File: config.mk
export PLATFORM = sky130hd
export DESIGN_NAME = fifo_rd_ctrl
export DESIGN_NICKNAME = d
export VERILOG_FILES = /design/src/rtl/fifo_pkg.sv /design/src/rtl/ptr_sync.sv /design/src/rtl/fifo_rd_ctrl.sv
export SDC_FILE = /design/constraint.sdc
export NUM_CORES = 1
export LEC_CHECK = 0
export CELL_PAD_IN_SITES_DETAIL_PLACEMENT = 1
export CELL_PAD_IN_SITES_GLOBAL_PLACEMENT = 1
export CORE_MARGIN = 2
export CORE_UTILIZATION = 30
export CTS_CLUSTER_DIAMETER = 60
export DETAILED_ROUTE_END_ITERATION = 10
export GPL_TIMING_DRIVEN = 0
export PLACE_DENSITY = 0.7
export SYNTH_ARGS = -nofsm -noshare
export SYNTH_HDL_FRONTEND = slang
export SYNTH_SLANG_ARGS = --single-unit
File: constraint.sdc
create_clock -name rdclk -period 8.3 [get_ports rdclk]
set_input_delay 1.66 -clock rdclk [delete_from_list [all_inputs] [get_ports rdclk]]
set_output_delay 1.66 -clock rdclk [all_outputs]
set_load 0.03 [all_outputs]
File: src/rtl/fifo_pkg.sv
// rtl/fifo_pkg.sv - shared pointer helpers and flag reset values for the dual-clock FIFO
//
// Purpose: gray/binary conversion used by both FIFO pointer controllers, the
//          default address width and the reset values of the status flags.
// Ports:   none (package).
package fifo_pkg;

  // Default RAM address width; controllers use PTR_W = ADDR_W + 1 so the
  // extra MSB acts as the wrap bit that tells full from empty.
  localparam int DEFAULT_ADDR_W = 4;
  localparam int MAX_PTR_W      = 32;

  typedef logic [MAX_PTR_W-1:0] ptr_word_t;

  // Flag values held while the controller is in reset.
  localparam logic EMPTY_RST     = 1'b1;
  localparam logic AEMPTY_RST    = 1'b1;
  localparam logic UNDERFLOW_RST = 1'b0;
  localparam logic RD_VALID_RST  = 1'b0;

  // Width-generic conversions: callers zero-extend into a ptr_word_t and
  // truncate the result back to their own pointer width.  Upper zero bits do
  // not disturb the lower bits in either direction.
  function automatic ptr_word_t bin2gray(input ptr_word_t b);
    return b ^ (b >> 1);
  endfunction

  function automatic ptr_word_t gray2bin(input ptr_word_t g);
    ptr_word_t b;
    b[MAX_PTR_W-1] = g[MAX_PTR_W-1];
    for (int i = MAX_PTR_W - 2; i >= 0; i--) begin
      b[i] = b[i+1] ^ g[i];
    end
    return b;
  endfunction

endpackage

File: src/rtl/ptr_sync.sv
// rtl/ptr_sync.sv - generic N-stage flop synchroniser for gray-coded pointers
//
// Purpose: carries a gray pointer from a foreign clock domain into the local
//          one through STAGES back-to-back flops with no logic in between.
// Ports:
//   clk_i    in   local clock
//   rst_n_i  in   asynchronous active-low reset, clears every stage
//   d_i      in   WIDTH  pointer from the other domain
//   q_o      out  WIDTH  synchronised pointer (last stage)
module ptr_sync #(
  parameter int WIDTH  = 5,
  parameter int STAGES = 2
) (
  input  logic             clk_i,
  input  logic             rst_n_i,
  input  logic [WIDTH-1:0] d_i,
  output logic [WIDTH-1:0] q_o
);

  logic [WIDTH-1:0] sync_q [STAGES];

  always_ff @(posedge clk_i or negedge rst_n_i) begin
    if (!rst_n_i) begin
      for (int i = 0; i < STAGES; i++) begin
        sync_q[i] <= '0;
      end
    end else begin
      sync_q[0] <= d_i;
      for (int i = 1; i < STAGES; i++) begin
        sync_q[i] <= sync_q[i-1];
      end
    end
  end

  assign q_o = sync_q[STAGES-1];

endmodule

File: src/rtl/fifo_rd_ctrl.sv
// rtl/fifo_rd_ctrl.sv - read-side pointer and flag controller for the dual-clock FIFO
//
// Purpose: owns the read pointer, synchronises the write pointer into the
//          read clock domain and produces registered empty/almost_empty,
//          fill level, sticky underflow and a one-cycle read-valid strobe.
// Ports:
//   rdclk         in   read-domain clock
//   rdrst_n       in   asynchronous active-low reset
//   rden          in   read request
//   wr_ptr_gray   in   ADDR_W+1  gray write pointer from the write domain
//   uf_clr        in   clears sticky underflow
//   rd_addr       out  ADDR_W    binary RAM read address
//   rd_ptr_gray   out  ADDR_W+1  registered gray read pointer to write domain
//   rd_valid      out  RAM data valid (one cycle after an accepted read)
//   empty         out  FIFO empty
//   almost_empty  out  level <= AE_THRESH
//   rd_level      out  ADDR_W+1  occupancy seen from the read side, 0..DEPTH
//   underflow     out  sticky: read attempted while empty
module fifo_rd_ctrl
  import fifo_pkg::*;
#(
  parameter int ADDR_W      = DEFAULT_ADDR_W,
  parameter int SYNC_STAGES = 2,
  parameter int AE_THRESH   = 2
) (
  input  logic              rdclk,
  input  logic              rdrst_n,
  input  logic              rden,
  input  logic [ADDR_W:0]   wr_ptr_gray,
  input  logic              uf_clr,
  output logic [ADDR_W-1:0] rd_addr,
  output logic [ADDR_W:0]   rd_ptr_gray,
  output logic              rd_valid,
  output logic              empty,
  output logic              almost_empty,
  output logic [ADDR_W:0]   rd_level,
  output logic              underflow
);

  localparam int PTR_W = ADDR_W + 1;

  logic [PTR_W-1:0] wg_s;
  logic [PTR_W-1:0] wb_s;

  logic [PTR_W-1:0] rd_bin_q,  rd_bin_d;
  logic [PTR_W-1:0] rd_gray_q, rd_gray_d;
  logic [PTR_W-1:0] level_q,   level_d;
  logic             empty_q,   empty_d;
  logic             aempty_q,  aempty_d;
  logic             uf_q,      uf_d;
  logic             rvalid_q,  rvalid_d;
  logic             rd_fire;

  ptr_sync #(
    .WIDTH  (PTR_W),
    .STAGES (SYNC_STAGES)
  ) u_wptr_sync (
    .clk_i   (rdclk),
    .rst_n_i (rdrst_n),
    .d_i     (wr_ptr_gray),
    .q_o     (wg_s)
  );

  assign wb_s = PTR_W'(gray2bin(ptr_word_t'(wg_s)));

  // Acceptance uses the registered empty flag only, so a read can never be
  // granted on a word whose write has not yet crossed the synchroniser.
  assign rd_fire = rden & ~empty_q;

  always_comb begin
    rd_bin_d  = rd_bin_q + {{ADDR_W{1'b0}}, rd_fire};
    rd_gray_d = PTR_W'(bin2gray(ptr_word_t'(rd_bin_d)));
    // Modular difference: equal low bits with differing wrap bits yields DEPTH.
    level_d   = wb_s - rd_bin_d;
    // Looking at the post-read pointer lets the last read raise empty on the
    // same edge that consumes the word.
    empty_d   = (rd_gray_d == wg_s);
    aempty_d  = (level_d <= PTR_W'(AE_THRESH));
    rvalid_d  = rd_fire;
    // Set dominates clear so an underflow in the clearing cycle is not lost.
    uf_d      = (uf_q & ~uf_clr) | (rden & empty_q);
  end

  always_ff @(posedge rdclk or negedge rdrst_n) begin
    if (!rdrst_n) begin
      rd_bin_q  <= '0;
      rd_gray_q <= '0;
      level_q   <= '0;
      empty_q   <= EMPTY_RST;
      aempty_q  <= AEMPTY_RST;
      uf_q      <= UNDERFLOW_RST;
      rvalid_q  <= RD_VALID_RST;
    end else begin
      rd_bin_q  <= rd_bin_d;
      rd_gray_q <= rd_gray_d;
      level_q   <= level_d;
      empty_q   <= empty_d;
      aempty_q  <= aempty_d;
      uf_q      <= uf_d;
      rvalid_q  <= rvalid_d;
    end
  end

  assign rd_addr      = rd_bin_q[ADDR_W-1:0];
  assign rd_ptr_gray  = rd_gray_q;
  assign rd_valid     = rvalid_q;
  assign empty        = empty_q;
  assign almost_empty = aempty_q;
  assign rd_level     = level_q;
  assign underflow    = uf_q;

endmodule

==> Word level (Yosys, flattened, before mapping) <==
Cells that the tools add are included.
{ "word_totals": {"register_bits": 29, "latchBits": 0, "mem_bits_rw": 0, "romBits": 0, "input_bits": 9, "word_cells": 24, "n_memories": 0} }
{ "classes": {"n_addsub": 2, "mul": 0, "div": 0, "magnitude_cmp": 1, "n_eq_ne": 1, "shifts": 0, "muxes": 0, "n_bitwise": 11, "n_reduce_logical": 0} }
{ "op_table": {"columns": ["op", "count"], "rows": [
  ["adder 5 x 1 -> 5 bit", 1],
  ["== test 5 bit", 1],
  ["<= comparator 5 x 2 -> 1 bit (second input constant)", 1],
  ["subtractor 5 bit", 1],
  ["bitwise XOR 5 x 4 -> 5 bit", 1],
  ["bitwise XOR 1 bit", 4],
  ["bitwise AND 1 bit", 3],
  ["NOT 1 bit", 2],
  ["OR 1 bit", 1]
]} }

==> Longest topological paths before layout <==
{ "depth": {"depth_word": 6, "depth_mapped": 9} }

==> Hierarchy <==
Synthesis repeated with hierarchy kept, for this count alone.
{ "hier_totals": {"cells_unflattened": 89, "area_unflattened_um2": 1217.4} }
{ "modules_own_cells": {"columns": ["module", "instances", "cells_per_inst", "area_per_inst_um2"], "rows": [
  ["fifo_rd_ctrl", 1, 74, 929.6],
  ["ptr_sync", 1, 15, 287.8]
]} }

==> Worst setup path after synthesis <==
OpenSTA, ideal clock, no wires.
{ "synth_timing": {"path_kind": "input port to flip-flop", "start": "input port rden", "end": "register aempty_q, in the netlist almost_empty", "arrival_ns": 3.501, "path_slack_ns": 4.694, "path_stages": 9, "cell_sequence": "nor2b_1 ha_1 nand3_1 xor2_1 ha_1 a21o_1 a31oi_1 xnor2_1 a2111oi_2"} }
{ "synth_between": {"elab_chain_len": 4} }
{ "synth_lines": {"columns": ["element", "line_no", "text"], "rows": [
  ["start, declared", "fifo_rd_ctrl.sv:28", "input logic rden,"],
  ["bitwise AND 1 bit", "fifo_rd_ctrl.sv:68", "assign rd_fire = rden & ~empty_q;"],
  ["adder 5 x 1 -> 5 bit", "fifo_rd_ctrl.sv:71", "rd_bin_d = rd_bin_q + {{ADDR_W{1'b0}}, rd_fire};"],
  ["subtractor 5 bit", "fifo_rd_ctrl.sv:74", "level_d = wb_s - rd_bin_d;"],
  ["net level_d[4]", "fifo_rd_ctrl.sv:47", "logic [PTR_W-1:0] level_q, level_d;"],
  ["<= comparator 5 x 2 -> 1 bit", "fifo_rd_ctrl.sv:78", "aempty_d = (level_d <= PTR_W'(AE_THRESH));"],
  ["net aempty_d", "fifo_rd_ctrl.sv:49", "logic aempty_q, aempty_d;"],
  ["end signal, assigned", "fifo_rd_ctrl.sv:98", "aempty_q <= aempty_d;"],
  ["end, declared", "fifo_rd_ctrl.sv:49", null]
]} }
The timed path passes the listed nets, and every way through them passes these cells.

==> Worst setup path after layout <==
{ "layout_timing": {"start": "input port rden", "end": "register aempty_q, in the netlist almost_empty"} }
{ "layout_between": {"elab_chain_len": 4} }
{ "layout_lines": {"columns": ["element", "line_no", "text"], "rows": [
  ["bitwise AND 1 bit", "fifo_rd_ctrl.sv:68", null],
  ["net rd_fire", "fifo_rd_ctrl.sv:52", "logic rd_fire;"],
  ["adder 5 x 1 -> 5 bit", "fifo_rd_ctrl.sv:71", null],
  ["subtractor 5 bit", "fifo_rd_ctrl.sv:74", null],
  ["net level_d[4]", "fifo_rd_ctrl.sv:47", null],
  ["<= comparator 5 x 2 -> 1 bit", "fifo_rd_ctrl.sv:78", null],
  ["net aempty_d", "fifo_rd_ctrl.sv:49", null]
]} }
The timed path passes the listed nets, and every way through them passes these cells.

==> impl_results.md <==
* Slowest CP cell: clkdlybuf4s50_1
* Slew HR at 21.3%
* Area leader, netlist: dfrtp_1
* Layout net count at 131
* Clock slew at reported path FFs at 0.09 ns
* Hold_buf cts at 0
* Unrepaired setup endpoints after global routing: false
* Period utilisation layout at 49.4%
* Post-synthesis compound-gate area fraction at 5.06%
* Layout fillers at 412
* Actual slew at the worst max-slew pin at 1.18 ns
* CP delay by family, top: compound AO/OA/AOI/OAI gates
* Final min period at 4.10 ns
* Sequential area share after synthesis at 59.2%
* Mapped Area at 0.00119 mm^2
* Via count at 708
* Distinct cells, synth at 22
* Post-synth top area share at 54.8%
* Clock skew at 0.00164 ns
* Synth Area in Simple Gates at 4.64%
* # DRC at 0
* Crit Path Category: input pin to flop
* CP Cell Sequence: clkdlybuf4s50_1, nor2b_1, ha_1, nand3_1, xor2_1, ha_1, a21o_1, a31oi_1, xnor2_1, a2111oi_2
* Nature of the critical path startpoint: input pin
* Synth warn at 0
* Number of max-cap violations at 0
* Post-synthesis mux area share at 0%
* Post-CTS Setup Inserts at 0
* Initial antenna violation count at 0
* Synthesized area per cell at 14.1 um^2
* Count of non-filler cells in the finished layout at 162
* Final hold violations at 0
* H-tree levels at 1
* Setup-failing EPs final at 0
* Initial Util at 31.7%
* Post-DP HPWL at 1570 um
* Clock latency on the worst-skew pair at 0.28 ns
* IO Count at 27
* Die H at 66.9 um
* Placer Congestion at 0.786
* Worst hold margin at 0.354 ns
* Status: complete, no violations
* Largest buffer count on any clock path at 2
* PortBufs at 26
* Top cells by area, synth: dfrtp_1 (55%), xnor2_1 (11%), ha_1 (6.3%), dfstp_2 (4.4%), xor2_1 (4.4%)
* Total power at 758 uW
* WP data required at 8.48 ns
* FMAX at 0.244 GHz
* Seq cells post-synth at 28
* Average vias per placed instance at 4.37
* Num CTS Buffers at 3
* Vias in the first global route at 748
* Area Overhead vs Synth at 33.0%
* First-pass GRT wire length at 3490 um
* Pin count of the biggest net entering global routing at 29
* Die Wd at 66.9 um
* Max stage delay on crit path at 0.47 ns
* Syn nets at 100
* CTS sink cnt at 28
* CP Buf/Inv Count at 1
* Largest family of logic cells by synthesized area: XOR/XNOR gates
* Drt initial violations at 11
* Crit path max fanout at 5
* Row count at 22
* Leak at 0.000690 uW
* Adder-Cell Fraction of Synth Area at 8.01%
* Final WL at 2040 um
* Worst hold path class: flop to flop
* Antenna cells at 0
* Max Slew Vio Count at 0
* Routed Antenna Nets at 0
* TritonCTS clock tree: yes
* First-pass DRT Iterations at 4
* VDD IR max at 0.000164 V
* Arr. time, crit path at 4.28 ns
* Core area at 0.00374 mm^2
* CTS-repair resized insts at 0
* Root buf cell: clkbuf_8
* PwrDens at 480 mW/mm^2
* Overflow left after global routing at 0
* Total Negative Setup Slacks at 0 ns
* Gr usage total at 10.9%
* DP Cell Count at 158
* CP Capture Type: flop
* Layout cells sized above 1 at 8.77%
* WL/cell at 12.6 um
* Die area at 0.00448 mm^2
* Post-Synthesis Cells at 84
* Post-Synth XOR/XNOR Area at 19.6%
* CP dominant cell by count: ha_1
==> path summary, 6_finish.rpt <==
path,from,endpoint,slack [ns],cells after the start
max in group asynchronous,rdrst_n,rd_bin_q[0],5.60,1
setup reg to reg,u_wptr_sync.q_o[4],almost_empty,5.47,9
min in group asynchronous,rdrst_n,rd_level[4],2.00,1
hold / removal,u_wptr_sync.sync_q[5],u_wptr_sync.q_o[0],0.35,0
setup / recovery,rden,almost_empty,4.20,10
hold reg to reg,u_wptr_sync.sync_q[5],u_wptr_sync.q_o[0],0.35,0
==> worst reg2reg max path, cell delays in order (launching register included) <==
cell and delay, ns:
dfrtp_1 0.41, xor3_2 0.51, xor2_1 0.33, xnor2_1 0.17, ha_1 0.16, inv_1 0.06
fa_1 0.40, a31oi_1 0.23, xnor2_1 0.13, a2111oi_2 0.34
==> report_power, final <==
| group | total [uW] | internal [uW] | switching [uW] |
|---|---|---|---|
| Sequential | 209 | 187 | 21.7 |
| Clock | 105 | 64.6 | 40.8 |
| Combinational | 444 | 195 | 249 |
==> placed cells by master, fill, tap and decap left out <==
cell              n
xor2_1            6
a21oi_1           2
a311oi_1          1
clkdlybuf4s50_1  26
ha_1              6
dfrtp_1          26
dfstp_2           2
nand4_1           1
a2111oi_2         1
xnor2_1          15
nand2_1           2
clkbuf_8          3
buf_4             2
o21ai_0           1
xor3_2            1
a31oi_1           1
nor2b_1           2
and3b_1           1
bufinv_16         1
inv_1             7
and4b_1           1
nand3_1           2
fa_1              1
a21o_1            2
xor3_1            1
==> synth_stat cells <==
library cell and count:
a2111oi_2 1, a21o_1 2, a21oi_1 2, a311oi_1 1
a31oi_1 1, and3b_1 1, and4b_1 1, buf_4 2
dfrtp_1 26, dfstp_2 2, fa_1 1, ha_1 6
inv_1 7, nand2_1 2, nand3_1 2, nand4_1 1
nor2b_1 2, o21ai_0 1, xnor2_1 15, xor2_1 6
xor3_1 1, xor3_2 1
==> through the flow <==
| step | instance area (um^2) | setup slack, ns | utilization [%] |
|---|---|---|---|
| floorplan | 1190 | 4.69 | - |
| global placement | 1510 | 3.97 | 40.3 |
| detailed placement | 1510 | 3.85 | 40.3 |
| CTS | 1580 | 4.14 | 42.2 |
| global route | 1580 | 3.94 | 42.2 |
| finish | 1580 | 4.20 | 42.2 |
==> sequential cells by signal, summed over array words and instances, names as in the netlist <==
name	count
almost_empty	1
empty	1
rd_bin_q	5
rd_level	5
rd_ptr_gray	4
rd_valid	1
u_wptr_sync.q_o	5
u_wptr_sync.sync_q	5
underflow	1
==> layout make-up <==
cell class | instances | area [um^2] | area share, %
Tap cell | 48 | 60.1 | 3.80
Inverter | 7 | 26.3 | 1.66
Timing Repair Buffer | 26 | 260 | 16.5
Clock buffer | 3 | 41.3 | 2.61
Clock inverter | 1 | 30.0 | 1.90
Sequential cell | 28 | 703 | 44.5
Multi-Input combinational cell | 47 | 443 | 28.1
Buffer | 2 | 15.0 | 0.951
==> logic make-up (layout without fill, tap and decap cells) <==
logic type      count (synthesis)  in the layout
simple gates                    9              9
buf+inv                         9             39
xor+xnor                       23             23
flops                          28             28
fa+ha+maj                       7              7
compound gates                  8              8
==> routing by layer <==
metal / part of all wire, % / global-route usage, % / routed length, um
met2: 49 / 16.9 / 993
met4: 2.0 / 5.36 / 41
met1: 44 / 14.3 / 900
met3: 5.2 / 2.53 / 107
met5: 0 / 0 / 0
No activity file was read; power rests on OpenSTA's default activity.
